--- src/rtl/fpu_round_pack_if.sv ---
`default_nettype none
// ============================================================================
//  Module   : fpu_round_pack_if
//  Purpose  : Input/output valid-ready bundle for the FPU round/pack stage.
//  Revision : 1.0  initial release
// ============================================================================
interface fpu_round_pack_if #(
  parameter int EXP_W  = 11,
  parameter int FRAC_W = 20
);
  logic                    in_valid;
  logic                    in_ready;
  logic                    in_sign;
  logic [EXP_W-1:0]        in_exp;
  logic [FRAC_W+3:0]       in_mant;
  logic                    in_sticky;
  logic                    out_valid;
  logic                    out_ready;
  logic [EXP_W+FRAC_W:0]   data_out;
  logic [3:0]              status_out;

  modport master (
    output in_valid, in_sign, in_exp, in_mant, in_sticky, out_ready,
    input  in_ready, out_valid, data_out, status_out
  );

  modport slave (
    input  in_valid, in_sign, in_exp, in_mant, in_sticky, out_ready,
    output in_ready, out_valid, data_out, status_out
  );
endinterface
`default_nettype wire

--- src/rtl/fpu_round_pack.sv ---
`default_nettype none
// ============================================================================
//  Module   : fpu_round_pack
//  Purpose  : Normalize (one bit per clock), round-to-nearest-even and pack an
//             FPU adder result. Define FPU_SATURATE_EN to saturate overflow to
//             max finite instead of infinity.
//  Revision : 1.0  initial release
// ============================================================================
module fpu_round_pack #(
  parameter int EXP_W  = 11,
  parameter int FRAC_W = 20
) (
  input  wire logic         clock_100k,
  input  wire logic         reset,
  fpu_round_pack_if.slave   bus
);

  localparam int MW = FRAC_W + 4;
  localparam int XW = EXP_W + 1;
  localparam int DW = 1 + EXP_W + FRAC_W;
  localparam logic [XW-1:0] EXP_ONE = XW'(1);
  localparam logic [XW-1:0] EXP_MAX = {1'b0, {EXP_W{1'b1}}};

  typedef enum logic [1:0] {
    IDLE  = 2'd0,
    NORM  = 2'd1,
    ROUND = 2'd2,
    DONE  = 2'd3
  } state_t;

  state_t          r_state;
  logic            r_sign;
  logic [XW-1:0]   r_exp;
  logic [MW-1:0]   r_mant;
  logic            r_sticky;
  logic            r_zero;
  logic            r_unf;
  logic            r_in_ready;
  logic            r_out_valid;
  logic [DW-1:0]   r_data;
  logic [3:0]      r_status;

  logic [FRAC_W-1:0] w_frac;
  logic              w_guard;
  logic              w_rbit;
  logic              w_up;
  logic [FRAC_W:0]   w_frac_inc;
  logic [XW-1:0]     w_exp_rnd;
  logic              w_inexact;
  logic              w_ovf;
  logic [DW-1:0]     w_ovf_data;
  logic [DW-1:0]     w_result;
  logic [3:0]        w_status;

  assign w_frac     = r_mant[FRAC_W+1:2];
  assign w_guard    = r_mant[1];
  assign w_rbit     = r_mant[0] | r_sticky;
  assign w_up       = w_guard & (w_rbit | w_frac[0]);
  // A carry out of the fraction means it was all ones; the low bits are then 0.
  assign w_frac_inc = {1'b0, w_frac} + {{FRAC_W{1'b0}}, w_up};
  assign w_exp_rnd  = r_exp + {{EXP_W{1'b0}}, w_frac_inc[FRAC_W]};
  assign w_inexact  = w_guard | w_rbit;
  assign w_ovf      = (w_exp_rnd >= EXP_MAX);

`ifdef FPU_SATURATE_EN
  assign w_ovf_data = {r_sign, {(EXP_W-1){1'b1}}, 1'b0, {FRAC_W{1'b1}}};
`else
  assign w_ovf_data = {r_sign, {EXP_W{1'b1}}, {FRAC_W{1'b0}}};
`endif

  // Status order is {EXACT, OVERFLOW, UNDERFLOW, INEXACT}.
  always_comb begin
    w_result = '0;
    w_status = 4'b0000;
    if (r_zero) begin
      w_result = '0;
      w_status = 4'b1000;
    end else if (r_unf) begin
      w_result = {r_sign, {(EXP_W+FRAC_W){1'b0}}};
      w_status = 4'b0011;
    end else if (w_ovf) begin
      w_result = w_ovf_data;
      w_status = 4'b0101;
    end else begin
      w_result = {r_sign, w_exp_rnd[EXP_W-1:0], w_frac_inc[FRAC_W-1:0]};
      w_status = {~w_inexact, 2'b00, w_inexact};
    end
  end

  always_ff @(posedge clock_100k or negedge reset) begin
    if (!reset) begin
      r_state     <= IDLE;
      r_sign      <= 1'b0;
      r_exp       <= '0;
      r_mant      <= '0;
      r_sticky    <= 1'b0;
      r_zero      <= 1'b0;
      r_unf       <= 1'b0;
      r_in_ready  <= 1'b1;
      r_out_valid <= 1'b0;
      r_data      <= '0;
      r_status    <= 4'b0000;
    end else begin
      case (r_state)
        IDLE: begin
          if (bus.in_valid) begin
            r_sign     <= bus.in_sign;
            r_exp      <= {1'b0, bus.in_exp};
            r_mant     <= bus.in_mant;
            r_sticky   <= bus.in_sticky;
            r_zero     <= 1'b0;
            r_unf      <= 1'b0;
            r_in_ready <= 1'b0;
            r_state    <= NORM;
          end
        end
        NORM: begin
          if (r_mant == '0) begin
            r_zero  <= 1'b1;
            r_state <= ROUND;
          end else if (r_mant[MW-1]) begin
            r_mant   <= r_mant >> 1;
            r_sticky <= r_sticky | r_mant[0];
            r_exp    <= r_exp + EXP_ONE;
          end else if (!r_mant[MW-2]) begin
            if (r_exp > EXP_ONE) begin
              r_mant <= r_mant << 1;
              r_exp  <= r_exp - EXP_ONE;
            end else begin
              r_unf   <= 1'b1;
              r_state <= ROUND;
            end
          end else begin
            r_state <= ROUND;
          end
        end
        ROUND: begin
          r_data      <= w_result;
          r_status    <= w_status;
          r_out_valid <= 1'b1;
          r_state     <= DONE;
        end
        DONE: begin
          if (bus.out_ready) begin
            r_out_valid <= 1'b0;
            r_in_ready  <= 1'b1;
            r_state     <= IDLE;
          end
        end
        default: r_state <= IDLE;
      endcase
    end
  end

  assign bus.in_ready   = r_in_ready;
  assign bus.out_valid  = r_out_valid;
  assign bus.data_out   = r_data;
  assign bus.status_out = r_status;

endmodule
`default_nettype wire
--- src/flat_wrapper.sv ---
// flat-port wrapper written by rule: the top's interface ports become plain ports
module fpu_round_pack_flat 
#(
  parameter int EXP_W  = 11,
  parameter int FRAC_W = 20
)
  (clock_100k, reset, bus_in_valid, bus_in_sign, bus_in_exp, bus_in_mant, bus_in_sticky, bus_out_ready, bus_in_ready, bus_out_valid, bus_data_out, bus_status_out);
  fpu_round_pack_if #(.EXP_W(EXP_W), .FRAC_W(FRAC_W)) bus_i ();
  input  wire logic clock_100k;
  input  wire logic reset;
  input wire logic [$bits(bus_i.in_valid)-1:0] bus_in_valid;
  input wire logic [$bits(bus_i.in_sign)-1:0] bus_in_sign;
  input wire logic [$bits(bus_i.in_exp)-1:0] bus_in_exp;
  input wire logic [$bits(bus_i.in_mant)-1:0] bus_in_mant;
  input wire logic [$bits(bus_i.in_sticky)-1:0] bus_in_sticky;
  input wire logic [$bits(bus_i.out_ready)-1:0] bus_out_ready;
  output wire logic [$bits(bus_i.in_ready)-1:0] bus_in_ready;
  output wire logic [$bits(bus_i.out_valid)-1:0] bus_out_valid;
  output wire logic [$bits(bus_i.data_out)-1:0] bus_data_out;
  output wire logic [$bits(bus_i.status_out)-1:0] bus_status_out;
  assign bus_i.in_valid = bus_in_valid;
  assign bus_i.in_sign = bus_in_sign;
  assign bus_i.in_exp = bus_in_exp;
  assign bus_i.in_mant = bus_in_mant;
  assign bus_i.in_sticky = bus_in_sticky;
  assign bus_i.out_ready = bus_out_ready;
  assign bus_in_ready = bus_i.in_ready;
  assign bus_out_valid = bus_i.out_valid;
  assign bus_data_out = bus_i.data_out;
  assign bus_status_out = bus_i.status_out;
  fpu_round_pack #(.EXP_W(EXP_W), .FRAC_W(FRAC_W)) u_core (.clock_100k(clock_100k), .reset(reset), .bus(bus_i));
endmodule
--- config.mk ---
export PLATFORM = sky130hd
export DESIGN_NAME = fpu_round_pack_flat
export DESIGN_NICKNAME = d
export VERILOG_FILES = /design/src/rtl/fpu_round_pack_if.sv /design/src/rtl/fpu_round_pack.sv /design/src/flat_wrapper.sv
export SDC_FILE = /design/constraint.sdc
export NUM_CORES = 1
export LEC_CHECK = 0
export ABC_CLOCK_PERIOD_IN_PS = 3890
export CORE_ASPECT_RATIO = 0.8
export CORE_MARGIN = 2
export CORE_UTILIZATION = 45
export CTS_CLUSTER_SIZE = 14
export DETAILED_ROUTE_END_ITERATION = 8
export MAX_ROUTING_LAYER = met4
export PLACE_DENSITY = 0.76
export SLEW_MARGIN = 20
export SYNTH_ARGS = -nofsm -noshare
export SYNTH_HDL_FRONTEND = slang
export SYNTH_SLANG_ARGS = --single-unit
--- constraint.sdc ---
create_clock -name clock_100k -period 3.89 [get_ports clock_100k]
set_input_delay 0.389 -clock clock_100k [delete_from_list [all_inputs] [get_ports clock_100k]]
set_output_delay 0.389 -clock clock_100k [all_outputs]
set_load 0.01 [all_outputs]
Word-level counts from Yosys, hierarchy flattened
Index checks and enable logic that the tools add are counted.
{ "op_classes": {"n_addsub": 4, "order_cmp": 2, "eq_ne": 15, "n_mux": 41, "bitwise": 5, "reduce_logical": 14} }
{ "ops": {"columns": ["operator", "n"], "rows": [
  ["$mux 24", 4],
  ["$mux 31", 2],
  ["$mux 12", 5],
  ["$pmux 24 s2", 1],
  ["$mux 32", 1],
  ["$logic_not 24->1", 1],
  ["$pmux 12 s2", 1],
  ["$mux 23", 1],
  ["$add 20x1->21", 1],
  ["$add 12x1->12", 1],
  ["$add 12x1->12 const B", 1],
  ["$ge 12x11->1 const B", 1],
  ["$gt 12x1->1 const B", 1],
  ["$mux 2", 6],
  ["$mux 4", 3],
  ["$ne 2x2->1 const B", 6],
  ["$sub 12x1->12 const B", 1],
  ["$mux 1", 11],
  ["$pmux 1 s2", 5],
  ["$reduce_and 3->1", 3],
  ["$pmux 2 s4", 1],
  ["$reduce_and 4->1", 2],
  ["$reduce_and 6->1", 1],
  ["$reduce_bool 2->1", 3],
  ["other kinds (13)", 18]
]} }
{ "totals": {"regBits": 80, "output_inout_bits": 38} }

Longest topological paths before layout
Gate-level depths: netlist of the first run.
{ "logic_depth": {"word_depth": 9, "mapped_depth": 14, "depth_no_buf": 12} }

Worst setup path after synthesis of the first run
Ideal clock, no wire load.
{ "synth_path": {"kind": "reg2reg", "from": "register u_core.r_mant[1]", "to": "register u_core.r_data[0] (netlist: u_core.bus.data_out[0])", "arrival_time_ps": 3453, "required_time_ps": 3767, "slack_ps": 313, "stages_incl_launch_ff": 15, "n_path_buf": 2, "synth_period_minus_slack_ps": 3577, "path_cell_list": "dfrtp_1 -> clkbuf_1 -> and2_1 -> ha_1 -> nand3_1 -> nor4_1 -> and4_1 -> ha_1 -> ha_1 -> nand3_1 -> or3_1 -> a2111o_1 -> o41ai_2 -> buf_2 -> o2bb2ai_1"} }
{ "synth_via": {"elab_chain_cells": 7} }
{ "synth_rtl": {"columns": ["element", "line_no", "source"], "rows": [
  ["from (decl)", "fpu_round_pack.sv:34", "logic [MW-1:0] r_mant;"],
  ["from (signal assigned)", "fpu_round_pack.sv:109", "r_mant <= bus.in_mant;"],
  ["from (signal assigned)", "fpu_round_pack.sv:122", "r_mant <= r_mant >> 1;"],
  ["from (signal assigned)", "fpu_round_pack.sv:127", "r_mant <= r_mant << 1;"],
  ["$and 1x1->1 (*)", "fpu_round_pack.sv:58", "assign w_up = w_guard & (w_rbit | w_frac[0]);"],
  ["$add 20x1->21 (*)", "fpu_round_pack.sv:60", "assign w_frac_inc = {1'b0, w_frac} + {{FRAC_W{1'b0}}, w_up};"],
  ["$add 12x1->12", "fpu_round_pack.sv:61", "assign w_exp_rnd = r_exp + {{EXP_W{1'b0}}, w_frac_inc[FRAC_W]};"],
  ["$ge 12x11->1", "fpu_round_pack.sv:63", "assign w_ovf = (w_exp_rnd >= EXP_MAX);"],
  ["$mux 31 (*)", "fpu_round_pack.sv:81", "end else if (w_ovf) begin"],
  ["$mux 31 (*)", "fpu_round_pack.sv:78", "end else if (r_unf) begin"],
  ["$mux 32 (*)", "fpu_round_pack.sv:75", "if (r_zero) begin"],
  ["to (signal assigned)", "fpu_round_pack.sv:138", "r_data <= w_result;"],
  ["to (decl)", "fpu_round_pack.sv:40", "logic [DW-1:0] r_data;"]
]} }
Mark *: on every way between the ends. The rest lies on a longest branch, timed or not.
A chain may end at the register's enable or synchronous reset.

Worst setup path in the final report of the first run
{ "layout_path": {"from": "register u_core.r_mant[2]", "to": "register u_core.r_data[10] (netlist: u_core.bus.data_out[10])"} }
{ "layout_via": {"elab_chain_cells": 8} }
{ "layout_rtl": {"columns": ["element", "line_no"], "rows": [
  ["$or 1x1->1", "fpu_round_pack.sv:58"],
  ["$and 1x1->1", "fpu_round_pack.sv:58"],
  ["$add 20x1->21 (*)", "fpu_round_pack.sv:60"],
  ["$add 12x1->12", "fpu_round_pack.sv:61"],
  ["$ge 12x11->1", "fpu_round_pack.sv:63"],
  ["$mux 31 (*)", "fpu_round_pack.sv:81"],
  ["$mux 31 (*)", "fpu_round_pack.sv:78"],
  ["$mux 32 (*)", "fpu_round_pack.sv:75"]
]} }
Marks and branches as above.

==> qor.csv, run 1 <==
metric;value;unit
outcome;finished, violations left;
violations;hold timing;
routed_wl;13.9;mm
vias;4557;
setup.worst_path.class;register to register;
dpl_cell_area;5900;um2
cts_tree;built;
p_leak;0.00262;uW
period_needed;3.74;ns
worstPathMaxFanout;11;
avgSynthCellArea;9.50;um2
drv_cap;0;
drive_gt1_share;11.8;%
fin_cells;736;
num_antenna_cells;0;
worstReg2RegStart;u_core.r_mant[2]$_DFFE_PN0P_;
reg2reg_depth;13;
vias_per_cell;6.19;
seq_area_frac_synth;39.9;%
arrival;3.93;ns
ir_worst_vdd;0.378;mV
numCtsBuffers;9;
tns;0;ns
io_pins;79;
dieArea;12000;um2
power.density;832;nW/um2
grt_pass1_wl;22.2;mm
place_ws;-0.00489;ns
detail_route.wl_per_cell;18.9;um
synth_fp_nets;581;
finalNetCount;640;
place.port_buffers;78;
core;10800;um2
synthTopCellsByCount;dfrtp_1, and3_1, clkbuf_1, nand2_1;
grt_max_degree;81;
start_util;46.2;%
yosys_warnings;0;
grt_overflow;0;
dieHeight;98.4;um
maxSlewHeadroom;42.9;%
synth.distinct_cells;59;
r2r-end;u_core.bus.data_out[10]$_DFFE_PN0P_;
cts_buffer_depth;2;
synth_edf_count;0;
fin_worst_skew;0.00900;ns
fin_crit_sh;96.2;%
post-route-drc-count;0;
design_area;6260;um2
synth_cells;528;
yosysMostFrequentCell;dfrtp_1;
dp_hpwl;9.75;mm
place_inst;717;
final_hold_viol_count;27;
finalSetupViolCount;0;
antenna_found_initial;0;
async_flop_share;100;%
synthToLayoutAreaGrowth;24.9;%
slew_violations;0;
synth_flop_cell;dfrtp_1;
first_global_vias;4196;
reg2reg_slack;0.15;ns
place.gp.congestion;0.945;
fin_ws;0.146;ns
ys_ff_latch;80;
critPathRequiredTime;4.08;ns
path_clk_slew;0.06;ns
yosysTopAreaCellShare;39.4;%
end_kind;register;
postRouteAntennaNets;0;
grt_usage;24.3;%
fillCellCount;928;
drtIter0Drc;420;
cts_root_buf;clkbuf_16;
hp-class;input port to asynchronous set/reset pin;
max_freq;0.267;GHz
synth_largest_area_cell;dfrtp_1;
start_kind;register;
clkLatencyLatePin;0.35;ns
numClockSinks;80;
syn_area;5010;um2
synth.area.top_cells;dfrtp_1, mux2_2, and3_1, a221o_1, xnor2_1;
whs;-0.0163;ns
die_w;122;um
tightestPinTransition;0.857;ns
htree_levels;3;
rows;34;
drt_first_pass_iters;4;
[where the power goes]
part           switching [uW]  internal [uW]  leakage [uW]
Combinational            1370           1260       0.00149
Sequential                526           1230      0.000983
Clock                     367            459      0.000137
[flip-flops by register name, indices dropped and copies added, names as in the netlist]
signal,flops
u_core.bus.data_out,32
u_core.bus.in_ready,1
u_core.bus.out_valid,1
u_core.bus.status_out,4
u_core.r_exp,12
u_core.r_mant,24
u_core.r_sign,1
u_core.r_state,2
u_core.r_sticky,1
u_core.r_unf,1
u_core.r_zero,1
[worst max-delay path: stages (launching register included)]
cell,delay (ns)
dfrtp_2,0.41
and2_1,0.14
ha_1,0.23
nand3_2,0.16
nor4_2,0.35
and4_1,0.26
ha_2,0.23
ha_1,0.18
nand3_1,0.09
or3_1,0.36
a2111o_1,0.48
o41ai_4,0.38
buf_6,0.20
o32ai_1,0.11
[routing by layer]
metal	track usage (%)	wire length [um]	vias up	share of wire, %
met5	-	0	-	0
met4	8.13	312	0	2.2
met2	32.6	6020	164	43
met3	4.80	898	29	6.5
li1	-	-	2115	-
met1	36.5	6660	2249	48
[what timing repair did]
item,4_1_cts,5_1_grt
hold buffers,0,0
pin swaps,0,1
cloned,0,1
endpoints found under the setup margin,1,21
resized for setup,1,7
buffers inserted,0,1
[per-stage QoR]
stage	util [%]	hold slack [ns]	total power (uW)
after CTS	57.1	0.264	5170
final	57.7	-0.0163	5210
after detailed placement	54.4	0.476	4320
after global placement	54.4	0.469	4210
after floorplan	-	0.0934	3360
after global routing	57.7	0.00278	5560
[layout make-up]
| cell class | count | area [um2] | share of cell area (%) |
|---|---|---|---|
| sequential | 80 | 2000 | 32.0 |
| inverter | 24 | 90.1 | 1.44 |
| multi-input combinational | 374 | 2750 | 43.8 |
| clock buffer | 10 | 239 | 3.82 |
| timing repair buffer | 98 | 952 | 15.2 |
| tap | 144 | 180 | 2.88 |
| clock inverter | 6 | 52.6 | 0.839 |
[worst max-delay path by stage]
stage                                 start                                   to
2_1_floorplan  u_core.r_mant[1]$_DFFE_PN0P_   u_core.bus.data_out[0]$_DFFE_PN0P_
3_3_place_gp   u_core.r_mant[2]$_DFFE_PN0P_  u_core.bus.data_out[16]$_DFFE_PN0P_
3_5_place_dp   u_core.r_mant[2]$_DFFE_PN0P_  u_core.bus.data_out[10]$_DFFE_PN0P_
4_1_cts        u_core.r_mant[2]$_DFFE_PN0P_  u_core.bus.data_out[10]$_DFFE_PN0P_
5_1_grt        u_core.r_mant[2]$_DFFE_PN0P_  u_core.bus.data_out[10]$_DFFE_PN0P_
6_report       u_core.r_mant[2]$_DFFE_PN0P_  u_core.bus.data_out[10]$_DFFE_PN0P_
[placed cells by master, fill, tap and decap left out, drive strengths merged, types with 2 or more instances in the layout]
cell type | synthesis | layout
or4 | 12 | 12
o21a | 2 | 2
and3 | 38 | 38
o2bb2ai | 16 | 16
a21oi | 23 | 23
nand2 | 32 | 32
nand4 | 10 | 10
nor2 | 22 | 22
mux2 | 24 | 24
clkinv | 2 | 4
o21ai | 5 | 5
ha | 12 | 12
clkdlybuf4s50 | 0 | 77
buf | 13 | 21
xor2 | 9 | 9
inv | 22 | 24
a32o | 2 | 2
o22ai | 2 | 2
a22o | 2 | 2
a221o | 21 | 21
and2 | 3 | 3
or3 | 3 | 3
nand2b | 10 | 10
nand3 | 22 | 22
o32ai | 11 | 11
clkbuf | 37 | 10
nor3 | 7 | 7
o22a | 3 | 3
clkinvlp | 0 | 2
o32a | 6 | 6
mux2i | 6 | 6
dfrtp | 79 | 79
and4 | 3 | 3
nor2b | 3 | 3
a21o | 6 | 6
nor4 | 11 | 11
a211oi | 2 | 2
xnor2 | 20 | 20
o211ai | 10 | 10
[kinds of logic (layout without fill, tap and decap cells)]
group,count (synthesis),after routing,synth area share (%)
adders and majority gates,12,12,2.99
DFF,80,80,39.9
muxes,30,30,6.59
AOI/OAI and AO/OA,120,120,19.1
xor gates and xnor gates,29,29,5.06
buffers and inverters,74,138,5.96
and+or+nand+nor,183,183,20.3
Power figures use the tool's default switching activity.
==> run 2, diff against run 1 <==
CAP_MARGIN = 10   (was not set)
CORE_MARGIN = not set   (was 2)
==> qor.csv, run 2 (same netlist as run 1, synthesis figures left out) <==
metric;value;unit
outcome;completed;
routed_wl;13.9;mm
first_global_vias;4152;
num_antenna_cells;0;
finalSetupViolCount;0;
hp-class;input port to asynchronous set/reset pin;
drtIter0Drc;538;
grt_overflow;0;
grt_max_degree;81;
cts_tree;built;
synthToLayoutAreaGrowth;23.7;%
fin_crit_sh;95.1;%
place.gp.congestion;0.957;
finalNetCount;636;
numCtsBuffers;9;
arrival;3.89;ns
dieHeight;96.4;um
io_pins;79;
tightestPinTransition;1.00;ns
power.density;843;nW/um2
numClockSinks;80;
rsz0062_at_grt;no;
dp_hpwl;9.54;mm
postRouteAntennaNets;0;
ir_worst_vdd;0.513;mV
vias_per_cell;6.25;
grt_pass1_wl;22.5;mm
worstPathMaxFanout;21;
detail_route.wl_per_cell;19.0;um
end_kind;register;
final_cell_mix;dfrtp_1, clkdlybuf4s50_1, and3_1, nand2_1, mux2_2;
crit_slowest_cell;a2111o_1;
final_hold_viol_count;0;
fillCellCount;939;
cts_root_buf;clkbuf_16;
tns;0;ns
critPathRequiredTime;4.09;ns
start_kind;register;
drive_gt1_share;10.7;%
regArea;2000;um2
die_w;120;um
antenna_found_initial;0;
fin_worst_skew;0.00944;ns
drv_cap;0;
layout_commonest_cell;dfrtp_1;
dieArea;11600;um2
multi_input_area;2730;um2
cts_buffer_depth;2;
core;10800;um2
grt_usage;26.2;%
cpPeakStageDelay;0.45;ns
htree_levels;3;
drt_first_pass_iters;6;
dpl_cell_area;5880;um2
path_common_cell;ha_1;
largest_register_ffs;32;
maxSlewHeadroom;32.9;%
cts_hold_buf;0;
start_util;46.2;%
max_freq;0.270;GHz
rows;34;
period_needed;3.70;ns
path_clk_slew;0.06;ns
place.port_buffers;78;
design_area;6200;um2
whs;0.0837;ns
slew_violations;0;
vias;4575;
setup.worst_path.class;register to register;
p_leak;0.00258;uW
clkLatencyLatePin;0.35;ns
path_cells;and2_1, ha_1, nand3_1, nor4_2, and4_1, ha_1, ha_1, nand3_1, or3_1, a2111o_1, o41ai_2, buf_6, o32ai_1;
post-route-drc-count;0;
## run 2: metal layers
layer / routed length (um) / track usage (%) / part of all wire [%]
met1: 6530 / 38.0 / 47
met4: 204 / 7.81 / 1.5
met5: 0 / - / 0
met2: 6070 / 36.8 / 44
met3: 1080 / 4.99 / 7.8
## run 2: what timing repair did
action / 4_1_cts / 5_1_grt
buffers inserted: 0 / 1
resized for setup: 0 / 3
setup endpoints to repair: 0 / 23
## run 2: path summary, 6_finish.rpt
path | slack [ns] | depth (start not counted) | to | start
max | 0.19 | 13 | u_core.bus.data_out[18]$_DFFE_PN0P_ | u_core.r_mant[2]$_DFFE_PN0P_
min | 0.08 | 1 | u_core.r_mant[4]$_DFFE_PN0P_ | reset
max reg2reg | 0.19 | 13 | u_core.bus.data_out[18]$_DFFE_PN0P_ | u_core.r_mant[2]$_DFFE_PN0P_
min reg2reg | 0.48 | 1 | u_core.bus.data_out[26]$_DFFE_PN0P_ | u_core.bus.data_out[26]$_DFFE_PN0P_
max in group asynchronous | 3.30 | 1 | u_core.r_mant[2]$_DFFE_PN0P_ | reset
min in group clock_100k | 0.48 | 1 | u_core.bus.data_out[26]$_DFFE_PN0P_ | u_core.bus.data_out[26]$_DFFE_PN0P_
## run 2: cell type report
type	count	share of cell area, %
clock inverter	6	1.09
sequential	80	32.3
clock buffer	10	3.69
timing repair buffer	94	14.6
tap	144	2.90
inverter	24	1.45
multi-input combinational	374	43.9
## run 2: critical path, delay by kind of cell, from the launching register on
kind | cells | cell delay, ns
AOI/OAI and AO/OA | 3 | 0.89
adders and majority gates | 3 | 0.66
buffers and inverters | 1 | 0.24
DFF | 1 | 0.42
and+or+nand+nor | 6 | 1.34
## run 2: where the power goes
part / internal, uW / switching [uW] / total [uW] / leakage (uW)
Combinational: 1250 / 1330 / 2580 / 0.00146
Clock: 500 / 361 / 860 / 0.000139
Sequential: 1230 / 568 / 1790 / 0.000983
Total: 2970 / 2260 / 5230 / 0.00258
## run 2: stage by stage
step           worst slack, ns  total power, uW  util (%)  std cells
6_report                 0.191             5230      57.2        732
2_1_floorplan            0.313             3360         -        528
3_3_place_gp             0.239             4200      54.2        715
4_1_cts                 0.0695             5210      57.0        731
5_1_grt                 0.0144             5580      57.2        732
3_5_place_dp             0.105             4320      54.2        715
